## config.mk

```make
export PLATFORM = sky130hd
export DESIGN_NAME = reg_scoreboard
export DESIGN_NICKNAME = d
export VERILOG_FILES = /design/src/rtl/reg_scoreboard_pkg.sv /design/src/rtl/reg_scoreboard_pending_cnt.sv /design/src/rtl/reg_scoreboard.sv
export SDC_FILE = /design/constraint.sdc
export NUM_CORES = 1
export LEC_CHECK = 0
export ABC_AREA = 0
export CORE_ASPECT_RATIO = 0.5
export CORE_UTILIZATION = 51
export DETAILED_ROUTE_END_ITERATION = 10
export PLACE_DENSITY_LB_ADDON = 0.1
export REMOVE_ABC_BUFFERS = 1
export SLEW_MARGIN = 10
export SYNTH_ARGS = -nofsm -noshare
export SYNTH_HDL_FRONTEND = slang
export SYNTH_SLANG_ARGS = --single-unit
export TNS_END_PERCENT = 1
```

## constraint.sdc

```tcl
create_clock -name clk -period 3.88 [get_ports clk]
set_input_delay 1.164 -clock clk [delete_from_list [all_inputs] [get_ports clk]]
set_output_delay 1.164 -clock clk [all_outputs]
set_load 0.03 [all_outputs]
```

## src/rtl/reg_scoreboard_pkg.sv

```systemverilog
// Shared settings for the register scoreboard: register file geometry and counter widths.
package reg_scoreboard_pkg;
    localparam int unsigned REG_FILE_SIZE  = 16;
    localparam int unsigned REG_FILE_DEPTH = 4;
    localparam int unsigned SB_CNT_W       = 2;
    localparam int unsigned SB_TOT_W       = 6;
endpackage

```

## src/rtl/reg_scoreboard_pending_cnt.sv

```systemverilog
// sb_pending_cnt: saturating up/down pending-write counter with clear, zero flag and underflow pulse.
module sb_pending_cnt #(
    parameter int unsigned CNT_W = 2
) (
    input  logic             clk,
    input  logic             rst,
    input  logic             inc,
    input  logic             dec,
    input  logic             clr,
    output logic [CNT_W-1:0] cnt,
    output logic             zero,
    output logic             underflow_c
);
    localparam logic [CNT_W-1:0] CNT_MAX = {CNT_W{1'b1}};

    assign zero        = (cnt == '0);
    // A lone decrement with nothing pending is an error; a matched inc/dec nets out.
    assign underflow_c = ~clr & dec & ~inc & zero;

    always_ff @(posedge clk or negedge rst) begin
        if (!rst) begin
            cnt <= '0;
        end else if (clr) begin
            cnt <= '0;
        end else if (inc && !dec && cnt != CNT_MAX) begin
            cnt <= cnt + CNT_W'(1);
        end else if (dec && !inc && !zero) begin
            cnt <= cnt - CNT_W'(1);
        end
    end
endmodule

```

## src/rtl/reg_scoreboard.sv

```systemverilog
// RAW / saturation hazard scheduler over the register file's pending writes.
// Optional SB_WB_BYPASS_EN: same-cycle writeback clears the hazard (register file writes on negedge).
module reg_scoreboard
    import reg_scoreboard_pkg::*;
#(
    parameter int unsigned NUM_REGS = REG_FILE_SIZE,
    parameter int unsigned IDX_W    = REG_FILE_DEPTH,
    parameter int unsigned CNT_W    = SB_CNT_W,
    parameter int unsigned TOT_W    = SB_TOT_W
) (
    input  logic                clk,
    input  logic                rst,
    input  logic                issue_valid,
    input  logic [IDX_W-1:0]    issue_src1,
    input  logic                issue_src1_used,
    input  logic [IDX_W-1:0]    issue_src2,
    input  logic                issue_src2_used,
    input  logic                issue_wb,
    input  logic [IDX_W-1:0]    issue_dest,
    input  logic                flush,
    input  logic                WB_en,
    input  logic [IDX_W-1:0]    WB_dest,
    output logic                stall,
    output logic                issue_fire,
    output logic [NUM_REGS-1:0] busy_mask,
    output logic [TOT_W-1:0]    inflight,
    output logic                wb_underflow
);
    localparam logic [CNT_W-1:0] CNT_MAX = {CNT_W{1'b1}};

    logic [CNT_W-1:0]    cnt [NUM_REGS];
    logic [NUM_REGS-1:0] zero_vec;
    logic [NUM_REGS-1:0] uf_vec;
    logic                raw1, raw2, sat;
    logic                inc_any, dec_cnt;

    // One pending counter per architectural register.
    for (genvar r = 0; r < NUM_REGS; r++) begin : g_cnt
        sb_pending_cnt #(.CNT_W(CNT_W)) u_cnt (
            .clk         (clk),
            .rst         (rst),
            .inc         (issue_fire & issue_wb & (issue_dest == IDX_W'(r))),
            .dec         (WB_en & (WB_dest == IDX_W'(r))),
            .clr         (flush),
            .cnt         (cnt[r]),
            .zero        (zero_vec[r]),
            .underflow_c (uf_vec[r])
        );
    end

    assign busy_mask = ~zero_vec;

    // Hazard detection and issue handshake.
    always_comb begin
        raw1       = issue_src1_used & (cnt[issue_src1] != '0);
        raw2       = issue_src2_used & (cnt[issue_src2] != '0);
        sat        = issue_wb & (cnt[issue_dest] == CNT_MAX);
        stall      = 1'b0;
        issue_fire = issue_valid;
`ifdef SB_WB_BYPASS_EN
        if (WB_en && WB_dest == issue_src1 && cnt[issue_src1] == CNT_W'(1)) raw1 = 1'b0;
        if (WB_en && WB_dest == issue_src2 && cnt[issue_src2] == CNT_W'(1)) raw2 = 1'b0;
        if (WB_en && WB_dest == issue_dest) sat = 1'b0;
`endif
        if (rst) begin
            stall      = issue_valid & ~flush & (raw1 | raw2 | sat);
            issue_fire = issue_valid & ~flush & ~stall;
        end
    end

    assign inc_any = issue_fire & issue_wb;
    assign dec_cnt = WB_en & ~(|uf_vec);

    // Total in-flight count and sticky underflow flag; flush leaves the flag alone.
    always_ff @(posedge clk or negedge rst) begin
        if (!rst) begin
            inflight     <= '0;
            wb_underflow <= 1'b0;
        end else begin
            if (|uf_vec) wb_underflow <= 1'b1;
            if (flush) begin
                inflight <= '0;
            end else if (inc_any && !dec_cnt) begin
                inflight <= inflight + TOT_W'(1);
            end else if (!inc_any && dec_cnt) begin
                inflight <= inflight - TOT_W'(1);
            end
        end
    end
endmodule
```

After elaboration in Yosys (flattened, before gate mapping)
Cells that the tools add are included.
- $add $sub $neg: 34
- order comparisons: 3
- eq/ne operators: 47
- mux-type cells: 62
- bitwise gates (word level): 113
- reduce and logical (&&, ||, !) cells: 154
- operator list (cell ; count):
    $mux 2 ; 54
    $and 1x1->1 ; 88
    $logic_and 1x1->1 ; 66
    $eq 4x4->1 const B ; 16
    $reduce_bool 3->1 ; 17
    $logic_not 1->1 ; 50
    $add 2x1->2 const B ; 16
    $eq 4x3->1 const B ; 8
    $logic_not 2->1 ; 16
    $ne 2x2->1 const B ; 16
    $sub 2x1->2 const B ; 16
    $bmux 2 s4 ; 3
    $not 1->1 ; 19
    $mux 6 ; 3
    $eq 4x2->1 const B ; 4
    $not 16->16 ; 1
    $reduce_or 16->1 ; 1
    $ge 5x5->1 const B ; 3
    $not 4->5 ; 3
    $eq 4x1->1 const B ; 2
    $logic_not 4->1 ; 2
    $add 6x1->6 const B ; 1
    $sub 6x1->6 const B ; 1
    $reduce_bool 2->1 ; 2
    other kinds (3) ; 5
- register bits: 39
- word-level logic and storage cells: 431

Longest topological paths before layout
- depth after elaboration: 24
- mapped depth: 19
- depth with buffers taken out: 18

Cells and area by module
Synthesis repeated with hierarchy kept, for this count alone.
- cell total of the unflattened synthesis: 433
- area, all modules: 3664.8 µm²
- by module, submodules not included (module ; times used ; cells each ; area each (µm²) ; sequential area each (µm²)):
    sb_pending_cnt ; 16 ; 14 ; 127.6 ; 50.0
    reg_scoreboard ; 1 ; 209 ; 1622.8 ; 175.2

Worst setup path after synthesis
Ideal clock, no wire load.
- path type: input to register
- start point: input issue_dest[1]
- end point: register inflight[5]
- data arrival time: 4.974 ns
- path slack: -1.219 ns
- stages on the path: 18
- path buffers: 2
- cell sequence: buf_2 -> buf_2 -> mux4_2 -> mux4_2 -> o21a_1 -> nor4_4 -> o221a_2 -> a31oi_1 -> o21ai_0 -> ha_1 -> a21o_1 -> a21oi_1 -> nor2b_1 -> o21ai_0 -> nand2b_1 -> nor2b_1 -> mux2i_1 -> mux2_2
- cells in the longest elaborated chain, start to end: 23
- elaborated cells between the ends (all ways): 102
- RTL lines (element ; RTL line ; RTL):
    start, declared ; reg_scoreboard.sv:19 ; input logic [IDX_W-1:0] issue_dest,
    $not 4->5 (implied by the code) ; reg_scoreboard.sv:57 ; sat = issue_wb & (cnt[issue_dest] == CNT_MAX);
    $bmux 2 s4 ; reg_scoreboard.sv:57 ;
    $mux 2 (implied by the code) (2 in series) ; reg_scoreboard.sv:57 ;
    $eq 2x2->1 ; reg_scoreboard.sv:57 ;
    $and 1x1->1 ; reg_scoreboard.sv:57 ;
    $or 1x1->1 ; reg_scoreboard.sv:66 ; stall = issue_valid & ~flush & (raw1 | raw2 | sat);
    $and 1x1->1 ; reg_scoreboard.sv:66 ;
    $not 1->1 ; reg_scoreboard.sv:67 ; issue_fire = issue_valid & ~flush & ~stall;
    (+5 left out) ; - ;
    $and 1x1->1 (2 in series) ; reg_scoreboard_pending_cnt.sv:18 ; assign underflow_c = ~clr & dec & ~inc & zero;
    $reduce_or 16->1 ; reg_scoreboard.sv:72 ; assign dec_cnt = WB_en & ~(|uf_vec);
    $not 1->1 ; reg_scoreboard.sv:72 ;
    $and 1x1->1 ; reg_scoreboard.sv:72 ;
    $logic_not 1->1 ; reg_scoreboard.sv:83 ; end else if (inc_any && !dec_cnt) begin
    $logic_and 1x1->1 ; reg_scoreboard.sv:83 ;
    $mux 6 ; reg_scoreboard.sv:83 ;
    $mux 6 ; reg_scoreboard.sv:81 ; if (flush) begin
    end signal, assigned ; reg_scoreboard.sv:84 ; inflight <= inflight + TOT_W'(1);
    end signal, assigned ; reg_scoreboard.sv:86 ; inflight <= inflight - TOT_W'(1);
    end, declared ; reg_scoreboard.sv:26 ; output logic [TOT_W-1:0] inflight,
Parallel ways exist; a longest one is shown, timed or not. The select of a mux whose other input is x is not followed.
A chain may end at the register's enable or synchronous reset.

Worst setup path after layout
- start point: input WB_dest[1]
- end point: register inflight[5]
- cells in the longest elaborated chain, start to end: 12
- elaborated cells between the ends (all ways): 89
- RTL lines (element ; RTL line ; RTL):
    start, declared ; reg_scoreboard.sv:22 ; input logic [IDX_W-1:0] WB_dest,
    $eq 4x1->1, or another cell as far along ; reg_scoreboard.sv:43 ; .dec (WB_en & (WB_dest == IDX_W'(r))),
    $and 1x1->1 ; reg_scoreboard.sv:43 ;
    $and 1x1->1 (3 in series) ; reg_scoreboard_pending_cnt.sv:18 ;
    $reduce_or 16->1 * ; reg_scoreboard.sv:72 ;
    $not 1->1 * ; reg_scoreboard.sv:72 ;
    $and 1x1->1 * ; reg_scoreboard.sv:72 ;
    $logic_not 1->1 ; reg_scoreboard.sv:83 ;
    $logic_and 1x1->1 ; reg_scoreboard.sv:83 ;
    $mux 6 ; reg_scoreboard.sv:83 ;
    $mux 6 ; reg_scoreboard.sv:81 ;
Mark *: on every way between the ends. The rest lies on a longest branch, timed or not.

==> results_dict.tcl <==
set metrics [dict create \
    run_status "complete, but fails checks" \
    violations "negative setup slack" \
    grt_pass1_wl_um 24200 \
    netlist_top_cells_area "dfrtp_1 (26%), mux4_2 (7.7%), nor2_1 (5.5%)" \
    crit_family "compound AO/OA/AOI/OAI gates" \
    dr_total_vias 5243 \
    chipHeight_um 62.9 \
    nets 726 \
    cts_hold_buf 0 \
    final_cell_area_um2 6110 \
    cp-start-kind "primary input" \
    drv_cap 0 \
    synth.distinct_cells 64 \
    cpMaxStageDelayCell "o32ai_2" \
    drive_above_1_share 0.391 \
    cts_max_path_buffers 2 \
    synth-edff-count 0 \
    final-hold-violation-count 0 \
    hpwl_um 12200 \
    place_ws_ps -1750 \
    cp.required_ps 4050 \
    wl_per_cell_um 22.5 \
    setup_viol 8 \
    track_usage 0.424 \
    worst_slack_ps -834 \
    row_count 21 \
    postPlaceCellArea_um2 5600 \
    r2r-start "g_cnt[14].u_cnt.cnt[1]" \
    htreeDepth 2 \
    async_flop_share 1.00 \
    initial_core_util 0.547 \
    clock_tree.root_cell "clkbuf_16" \
    drc_errors 0 \
    synth_top_cell_by_area "dfrtp_1" \
    area_delta_synth_final_pct 61.7 \
    port_buffers 48 \
    syn_area_um2 3780 \
    whs_ps 484 \
    crit_path_max_incr_delay_ps 420 \
    yosys_warnings 0 \
    min_from "wb_underflow" \
    pin_count 49 \
    drv_slew 0 \
    cts_made_buffers 5 \
    peakVddDrop_mv 0.194 \
    die_w_um 124 \
    clkLatencyLatePin_ps 300 \
    ys_seq_area_frac 0.258 \
    dr.first_iter.drc_count 712 \
    tritoncts "done" \
    startpoint "WB_dest[1]" \
    via_per_inst 6.64 \
    yosysTopAreaCellShare 0.258 \
    grt_max_degree 43 \
    gp_congestion 1.02 \
    diodes 0 \
    grt_pass1_vias 4645 \
    grt_overflow 0 \
    ys_ff_latch 39 \
    rsz0062_at_grt "yes" \
    fin_worst_skew_ps 10.7 \
    die_area_um2 7780 \
    pwr_density_cell_nw_per_um2 252 \
    ys.flop_type "dfrtp_1" \
    detail-route-antenna-nets 0 \
    tightest_slew_ps 544 \
    antenna_found_initial 0 \
    finalCritPeriodShare 1.22 \
    wl_um 17800 \
    arrival_ps 4890 \
    crit_fanout 5 \
    cp_cell_sequence "clkdlybuf4s15_1 > nand2b_1 > nor3_1 > nor4_1 > nand4_1 > o32ai_2 > o221a_4 > a31oi_4 > o21ai_2 > ha_1 > a21o_1 > a21oi_2 > nor2b_1 > o21ai_1 > nand2b_1 > nor2b_4 > mux2i_1 > mux2_2" \
    relSlewSlack 0.634 \
    drtPass1Iterations 10 \
    syn_inst 475 \
    finalCriticalPeriod_ps 4710 \
    cts_sinks 39 \
    p_leak_nw 2.75 \
    syn_area_per_cell_um2 7.95 \
    core_um2 6910 \
    criticalPathCategory "in2reg" \
    max_freq_mhz 212 \
    min_path_type "reg2reg" \
    cp-end-kind "flop" \
    cts.clk_slew.worst_paths_ps 60 \
    crit_buf_inv 1 \
    critPathMostFrequentCell "nand2b_1" \
]
==> logic make-up (layout without fill, tap and decap cells) <==
| kind of cell | Yosys count | in the layout | synth area share |
|---|---|---|---|
| compound gates | 143 | 143 | 0.245 |
| xor+xnor | 3 | 3 | 0.00695 |
| fa+ha+maj | 5 | 5 | 0.0185 |
| buf+inv | 40 | 263 | 0.0417 |
| flops | 39 | 39 | 0.258 |
| mux | 35 | 35 | 0.137 |
| simple gates | 210 | 210 | 0.293 |
==> power by group <==
group          total (mW)  switching [mW]  internal (mW)
Combinational       0.583           0.298          0.284
Clock               0.519           0.195          0.324
Sequential          0.438          0.0157          0.422
==> final timing paths <==
kind,slack (ps),cells after the start,end
max,-830,18,inflight[5]
min,480,1,wb_underflow
max reg2reg,-490,17,inflight[5]
min reg2reg,480,1,wb_underflow
max in group asynchronous,2380,3,g_cnt[14].u_cnt.cnt[1]
min in group asynchronous,830,2,g_cnt[9].u_cnt.cnt[0]
==> layout make-up <==
cell class	count	area (um^2)
clock inverter	2	38.8
sequential	39	976
multi-input combinational	396	2890
timing repair buffer	234	1870
tap	92	115
inverter	21	78.8
clock buffer	6	139
fill	374	801
==> cell usage after synthesis (2+ instances only) <==
library cell	instances
nor3_1	21
mux2_2	4
or2_2	4
xnor2_1	3
a21oi_1	40
o21ai_0	31
or3_1	9
dfrtp_1	39
o32a_1	2
mux2i_1	18
a41oi_1	3
a31oi_1	17
nand2_1	34
a22o_1	2
o22ai_1	2
o21bai_1	2
ha_1	4
o21a_1	4
nand3b_1	4
a211o_1	3
o32ai_1	2
clkbuf_1	11
nor3b_1	2
buf_2	6
nand4_1	7
nand3_1	18
buf_1	2
nor4_2	3
nor2b_1	9
a32oi_1	3
and3_1	2
or2_1	4
mux4_2	13
a21boi_0	9
nor2_1	55
o211ai_1	4
nand2b_1	19
and4_1	3
and3b_1	2
o31a_1	2
a21o_1	2
a221oi_1	2
inv_1	20
and2_1	8
o21ai_1	2
==> layer usage <==
metal	vias up	share of wire	global-route usage
met5	-	0	0
met4	0	0.058	0.169
met3	141	0.14	0.140
met2	417	0.42	0.648
met1	2465	0.38	0.548
li1	2220	-	-
==> state kept, by name (all words and copies together) (netlist names) <==
| signal | flops |
|---|---|
| wb_underflow | 1 |
| inflight | 6 |
| g_cnt.u_cnt.cnt | 32 |
==> repair_timing <==
action,4_1_cts,5_1_grt
setup buffers,9,8
setup endpoints to repair,35,17
gates cloned,1,0
endpoints found under the hold margin,0,0
pin swaps,21,24
gates resized for setup,65,33
==> metrics by stage <==
stage | total power [mW] | std cells | util | TNS (ps)
2_1_floorplan | 0.669 | 456 | - | -2190
3_3_place_gp | 0.912 | 767 | 0.810 | -21120
3_5_place_dp | 0.932 | 767 | 0.810 | -23630
4_1_cts | 1.48 | 784 | 0.869 | -3140
5_1_grt | 1.58 | 790 | 0.884 | -4280
6_report | 1.54 | 790 | 0.884 | -3660
==> placed cells by master (no fill, tap or decap), types with 4 or more instances in the layout <==
cell type and instances:
buf_4 181, nor2_1 54, dfrtp_1 39, a21oi_1 38, nand2_1 33, clkdlybuf4s50_1 31, o21ai_0 26, inv_1 20
nand2b_1 18, nor3_1 17, nand3_1 17, mux2i_1 16, a31oi_1 16, mux4_2 13, a21boi_0 9, and2_1 8
nor2b_1 7, nand4_1 7, or3_1 7, o21ai_1 6, clkbuf_16 5, buf_2 5, clkbuf_2 5, or2_1 4
or2_2 4, mux2_2 4, o211ai_1 4, nand3b_1 4, ha_1 4, dlygate4sd2_1 4
(Power assumes the default switching activity.)
